File: src/rtl/rnd_range_sampler_pkg.sv
// Shared game definitions for the random-range sampler: word width, FSM states
// and the rejection-sampling mask generator.
package rnd_range_sampler_pkg;

    localparam int unsigned RND_W = 16;

    typedef enum logic [1:0] {
        IDLE,
        SAMPLE,
        DONE
    } state_e;

    // Smear the most significant 1 downwards so every bit at or below it is set.
    function automatic logic [RND_W-1:0] mask_for(input logic [RND_W-1:0] x);
        logic [RND_W-1:0] m;
        m = x;
        m = m | (m >> 1);
        m = m | (m >> 2);
        m = m | (m >> 4);
        m = m | (m >> 8);
        return m;
    endfunction

endpackage

File: src/rtl/rnd_range_sampler_if.sv
// Request/result handshake bundle between gameplay logic (master) and the
// random-range sampler (slave).
interface rnd_range_sampler_if;
    import rnd_range_sampler_pkg::*;

    logic             req_valid;
    logic             req_ready;
    logic [RND_W-1:0] req_limit;
    logic             out_valid;
    logic             out_ready;
    logic [RND_W-1:0] out_value;
    logic             out_err;
    logic [3:0]       out_tries;

    modport master (
        output req_valid, req_limit, out_ready,
        input  req_ready, out_valid, out_value, out_err, out_tries
    );

    modport slave (
        input  req_valid, req_limit, out_ready,
        output req_ready, out_valid, out_value, out_err, out_tries
    );

endinterface

File: src/rtl/rnd_range_sampler.sv
// Returns a uniform value in [0, limit) from a free-running random stream using
// masked rejection sampling with a bounded-retry fallback.
module rnd_range_sampler
    import rnd_range_sampler_pkg::*;
#(
    parameter int unsigned MAX_TRIES = 4
) (
    input  logic                  clk,
    input  logic                  rst,
    input  logic [RND_W-1:0]      rnd,
    rnd_range_sampler_if.slave    bus
);

    state_e           state_q, state_d;
    logic [RND_W-1:0] limit_q, limit_d;
    logic [RND_W-1:0] mask_q,  mask_d;
    logic [RND_W-1:0] value_q, value_d;
    logic             err_q,   err_d;
    logic [3:0]       tries_q, tries_d;

    logic [RND_W-1:0] cand;
    logic [3:0]       tries_n;
    logic             req_ready;
    logic             out_valid;

    always_ff @(posedge clk) begin
        if (!rst) begin
            state_q <= IDLE;
            limit_q <= '0;
            mask_q  <= '0;
            value_q <= '0;
            err_q   <= 1'b0;
            tries_q <= '0;
        end else begin
            state_q <= state_d;
            limit_q <= limit_d;
            mask_q  <= mask_d;
            value_q <= value_d;
            err_q   <= err_d;
            tries_q <= tries_d;
        end
    end

    always_comb begin
        state_d   = state_q;
        limit_d   = limit_q;
        mask_d    = mask_q;
        value_d   = value_q;
        err_d     = err_q;
        tries_d   = tries_q;
        req_ready = 1'b0;
        out_valid = 1'b0;
        cand      = rnd & mask_q;
        tries_n   = tries_q + 4'd1;

        unique case (state_q)
            IDLE: begin
                req_ready = 1'b1;
                if (bus.req_valid) begin
                    limit_d = bus.req_limit;
                    mask_d  = mask_for(bus.req_limit - 1'b1);
                    tries_d = '0;
                    if (bus.req_limit == '0) begin
                        value_d = '0;
                        err_d   = 1'b1;
                        state_d = DONE;
                    end else begin
                        err_d   = 1'b0;
                        state_d = SAMPLE;
                    end
                end
            end
            SAMPLE: begin
                tries_d = tries_n;
                if (cand < limit_q) begin
                    value_d = cand;
                    state_d = DONE;
                end else if (tries_n == 4'(MAX_TRIES + 1)) begin
                    // mask <= 2*limit-1, so one subtraction lands inside the range
                    value_d = cand - limit_q;
                    state_d = DONE;
                end
            end
            DONE: begin
                out_valid = 1'b1;
                if (bus.out_ready) begin
                    state_d = IDLE;
                end
            end
            default: state_d = IDLE;
        endcase
    end

    assign bus.req_ready = req_ready;
    assign bus.out_valid = out_valid;
    assign bus.out_value = value_q;
    assign bus.out_err   = err_q;
    assign bus.out_tries = tries_q;

endmodule
File: src/flat_wrapper.sv
// flat-port wrapper written by rule: the top's interface ports become plain ports
module rnd_range_sampler_flat import rnd_range_sampler_pkg::*;
#(
    parameter int unsigned MAX_TRIES = 4
)
  (clk, rst, rnd, bus_req_valid, bus_req_limit, bus_out_ready, bus_req_ready, bus_out_valid, bus_out_value, bus_out_err, bus_out_tries);
  rnd_range_sampler_if bus_i ();
  input  logic clk;
  input  logic rst;
  input  logic [RND_W-1:0] rnd;
  input wire logic [$bits(bus_i.req_valid)-1:0] bus_req_valid;
  input wire logic [$bits(bus_i.req_limit)-1:0] bus_req_limit;
  input wire logic [$bits(bus_i.out_ready)-1:0] bus_out_ready;
  output wire logic [$bits(bus_i.req_ready)-1:0] bus_req_ready;
  output wire logic [$bits(bus_i.out_valid)-1:0] bus_out_valid;
  output wire logic [$bits(bus_i.out_value)-1:0] bus_out_value;
  output wire logic [$bits(bus_i.out_err)-1:0] bus_out_err;
  output wire logic [$bits(bus_i.out_tries)-1:0] bus_out_tries;
  assign bus_i.req_valid = bus_req_valid;
  assign bus_i.req_limit = bus_req_limit;
  assign bus_i.out_ready = bus_out_ready;
  assign bus_req_ready = bus_i.req_ready;
  assign bus_out_valid = bus_i.out_valid;
  assign bus_out_value = bus_i.out_value;
  assign bus_out_err = bus_i.out_err;
  assign bus_out_tries = bus_i.out_tries;
  rnd_range_sampler #(.MAX_TRIES(MAX_TRIES)) u_core (.clk(clk), .rst(rst), .rnd(rnd), .bus(bus_i));
endmodule
File: config.mk
export PLATFORM = sky130hd
export DESIGN_NAME = rnd_range_sampler_flat
export DESIGN_NICKNAME = d
export VERILOG_FILES = /design/src/rtl/rnd_range_sampler_pkg.sv /design/src/rtl/rnd_range_sampler_if.sv /design/src/rtl/rnd_range_sampler.sv /design/src/flat_wrapper.sv
export SDC_FILE = /design/constraint.sdc
export NUM_CORES = 1
export LEC_CHECK = 0
export BUFFER_PORTS_ARGS = -buffer_cell sky130_fd_sc_hd__buf_2
export CORE_ASPECT_RATIO = 1.1
export CORE_MARGIN = 3
export CORE_UTILIZATION = 50
export DETAILED_ROUTE_END_ITERATION = 16
export PLACE_DENSITY = 0.68
export SLEW_MARGIN = 20
export SYNTH_ARGS = -nofsm -noshare
export SYNTH_HDL_FRONTEND = slang
export SYNTH_SLANG_ARGS = --single-unit
export TNS_END_PERCENT = 10
File: constraint.sdc
create_clock -name clk -period 9.52 [get_ports clk]
set_input_delay 2.856 -clock clk [delete_from_list [all_inputs] [get_ports clk]]
set_output_delay 2.856 -clock clk [all_outputs]
set_load 0.03 [all_outputs]
==> results.json <==
{
  "run_status": "finished clean",
  "ctsHoldBuffers": 0,
  "mostFrequentLayoutCells": "nand2_1, buf_2, dfxtp_1",
  "grt_usage": 0.2144,
  "slew_viol_final": 0,
  "syn_nets": 519,
  "p_clk_frac": 0.211,
  "core-area_um2": 6749,
  "port_buffers": 58,
  "drive_above_1_share": 0.1487,
  "cts_tree": "yes",
  "drt-total-wl_um": 8594,
  "syn_area_um2": 3550,
  "reg2regPathDepth": 10,
  "areaGrowthSynthToFinish_pct": 11.81,
  "synth-async-reset-ratio": 0,
  "grt_max_degree": 39,
  "critPathLaunch": "rnd[0]",
  "num_vias": 3337,
  "cap_violations": 0,
  "pre_cts_slack_ns": 3.822,
  "hp-class": "flop to flop",
  "cts_setup_buffers": 0,
  "max_slew_margin": 0.3513,
  "drt_iter0_drc": 165,
  "cp_slowest_cell": "o21ai_1",
  "clock-sinks": 55,
  "netSwitchingPower_mw": 0.2382,
  "post_synth.cell_area_avg_um2": 7.683,
  "clk_latency_ns": 0.31,
  "pwr-share-comb": 0.378,
  "swShare": 0.3741,
  "endpoint_kind": "flop",
  "crit_chain": "buf_2 > nand2_1 > ha_1 > inv_1 > fa_1 > a211oi_1 > o211ai_1 > a21o_1 > o21ai_1 > nor3_1 > a221o_1",
  "synth_edf_count": 0,
  "fmax_mhz": 187.6,
  "yosysSeqAreaShare": 0.3102,
  "grt_pass1_wl_um": 14220,
  "cp.depth": 11,
  "start_kind": "input pin",
  "crit_buf_inv": 2,
  "postSynthCellCount": 462,
  "place.gp.congestion": 0.8702,
  "postLayoutSetupSlackWorst_ns": 4.188,
  "skew_ns": 0.006053,
  "arrival_ns": 5.54,
  "register_area_um2": 1101,
  "synth.ff_latch_count": 55,
  "dieHeight_um": 94.37,
  "endpoint": "u_core.bus.out_value[9]",
  "antenna_found_initial": 0,
  "tightest_slew_ns": 0.9712,
  "cellPowerDensity_nw_per_um2": 160.4,
  "ir_drop_v": 0.00008069,
  "multi_input_area_um2": 2263,
  "clockRootBuffer": "clkbuf_8",
  "setup_viol": 0,
  "critPathKind": "input pin to flop",
  "final_util": 0.5881,
  "cts_buffer_depth": 2,
  "rsz0062_at_grt": "false",
  "rows": 31,
  "cts_buffers": 5,
  "setup_tns_ns": 0,
  "path_delay_family": "compound AO/OA/AOI/OAI gates",
  "routed_via_density": 5.627,
  "r2r-end": "u_core.bus.out_value[9]",
  "cp.required_ns": 9.73,
  "detailed_place_hpwl_um": 6822,
  "intPower_mw": 0.3985,
  "drc": 0,
  "synth_cell_types": 61,
  "p_seq_frac": 0.410,
  "cts_resized": 0,
  "r2r_slack_ns": 6.48,
  "power_mw": 0.6367,
  "chipWidth_um": 86.34,
  "slowest_delay_ns": 0.57,
  "leakage_nw": 1.665,
  "r2r_start": "u_core.mask_q[0]",
  "num_antenna_cells": 0,
  "hold_viol": 0,
  "ant_nets": 0,
  "dr.pass1.iters": 5,
  "cts_max_level": 2,
  "grt-ovfl-total": 0,
  "yosysWarnings": 0,
  "io_pins": 59,
  "die-area_um2": 8147,
  "fin_crit_ns": 5.332,
  "avgRoutedWirePerCell_um": 14.49,
  "path_clk_slew_ns": 0.10,
  "nFillCells": 702,
  "synthFlopType": "dfxtp_1",
  "fin_crit_sh": 0.5601,
  "cp_max_fo": 9,
  "nNetsFinal": 567,
  "final_common_cell": "nand2_1",
  "whs_ns": 0.4544,
  "initial_core_util": 0.5260,
  "grt_pass1_vias": 2980
}
==> layer usage <==
layer | share of wire | wire length, um | global-route usage | vias up
met2 | 0.44 | 3792 | 0.3374 | 95
met5 | 0 | 0 | 0 | -
met1 | 0.50 | 4297 | 0.3120 | 1509
li1 | - | - | - | 1724
met4 | 0.011 | 97 | 0.04935 | 0
met3 | 0.047 | 407 | 0.02705 | 9
==> synthesized netlist by cell type, types with 4 or more instances <==
cell type  number  share of area
nand2_1        66          0.070
dfxtp_1        55           0.31
a21oi_1        43          0.061
nor2_1         39          0.041
o21ai_0        33          0.047
inv_1          31          0.033
ha_1           20          0.070
xnor2_1        17          0.042
clkbuf_1       14          0.015
nor3_1         14          0.020
and2_1         11          0.019
mux2i_1         8          0.023
o21a_1          7          0.015
a31oi_1         6          0.011
nor2b_1         6          0.011
o211ai_1        6          0.013
a21o_1          5          0.011
nand3_1         5         0.0070
or3_1           5         0.0088
a211oi_1        4         0.0085
a221o_1         4          0.011
nand3b_1        4         0.0085
xor2_1          4         0.0099
==> power by group through the flow <==
stage               Combinational (mW)  Sequential, mW  Clock [mW]
floorplan                        0.174           0.274           0
finish                           0.241           0.261       0.135
global route                     0.268           0.264       0.147
global placement                 0.236           0.266           0
detailed placement               0.237           0.267           0
CTS                              0.239           0.261       0.138
==> worst register-to-register path, stage by stage (launching register included) <==
cell and delay (ns):
dfxtp_1 0.34, nand2_1 0.10, ha_1 0.18, inv_1 0.05, fa_1 0.42, a211oi_1 0.31, o211ai_1 0.19, a21o_1 0.24
o21ai_1 0.57, nor3_1 0.21, a221o_1 0.33
==> kinds of logic after synthesis <==
kind of cell    Yosys count  synth area share
mux                       8           0.02256
xor+xnor                 21           0.05181
fa+ha+maj                21           0.07614
compound gates          136            0.2464
flops                    55            0.3102
buf+inv                  49           0.05393
simple gates            172            0.2390
==> state kept, by name, summed over array words and instances (netlist names) <==
register	count
u_core.limit_q	16
u_core.bus.out_tries	4
u_core.bus.out_err	1
u_core.mask_q	16
u_core.bus.out_value	16
u_core.state_q	2
==> through the flow <==
step / instances / area [um2]
3_5_place_dp: 585 / 3876
3_3_place_gp: 585 / 3876
5_1_grt: 593 / 3969
4_1_cts: 593 / 3968
6_report: 593 / 3969
2_1_floorplan: 462 / 3550
==> worst min path at each step <==
stage | from | end | slack (ns) | cells past startpoint
after floorplan | u_core.limit_q[10] | u_core.limit_q[10] | 0.44 | 2
after global placement | u_core.bus.out_value[7] | u_core.bus.out_value[7] | 0.43 | 2
after detailed placement | u_core.bus.out_value[7] | u_core.bus.out_value[7] | 0.44 | 2
after CTS | u_core.bus.out_value[7] | u_core.bus.out_value[7] | 0.46 | 2
after global routing | u_core.limit_q[15] | u_core.limit_q[15] | 0.48 | 2
final | u_core.bus.out_value[7] | u_core.bus.out_value[7] | 0.45 | 2
==> layout make-up <==
type | count | area share
repair buffers | 58 | 0.07314
inverters | 32 | 0.03026
flip-flops and latches | 55 | 0.2774
clock inverters | 3 | 0.005675
multi-input cells | 358 | 0.5703
clock buffers | 5 | 0.01734
well taps | 82 | 0.02585
(Power assumes the default switching activity.)
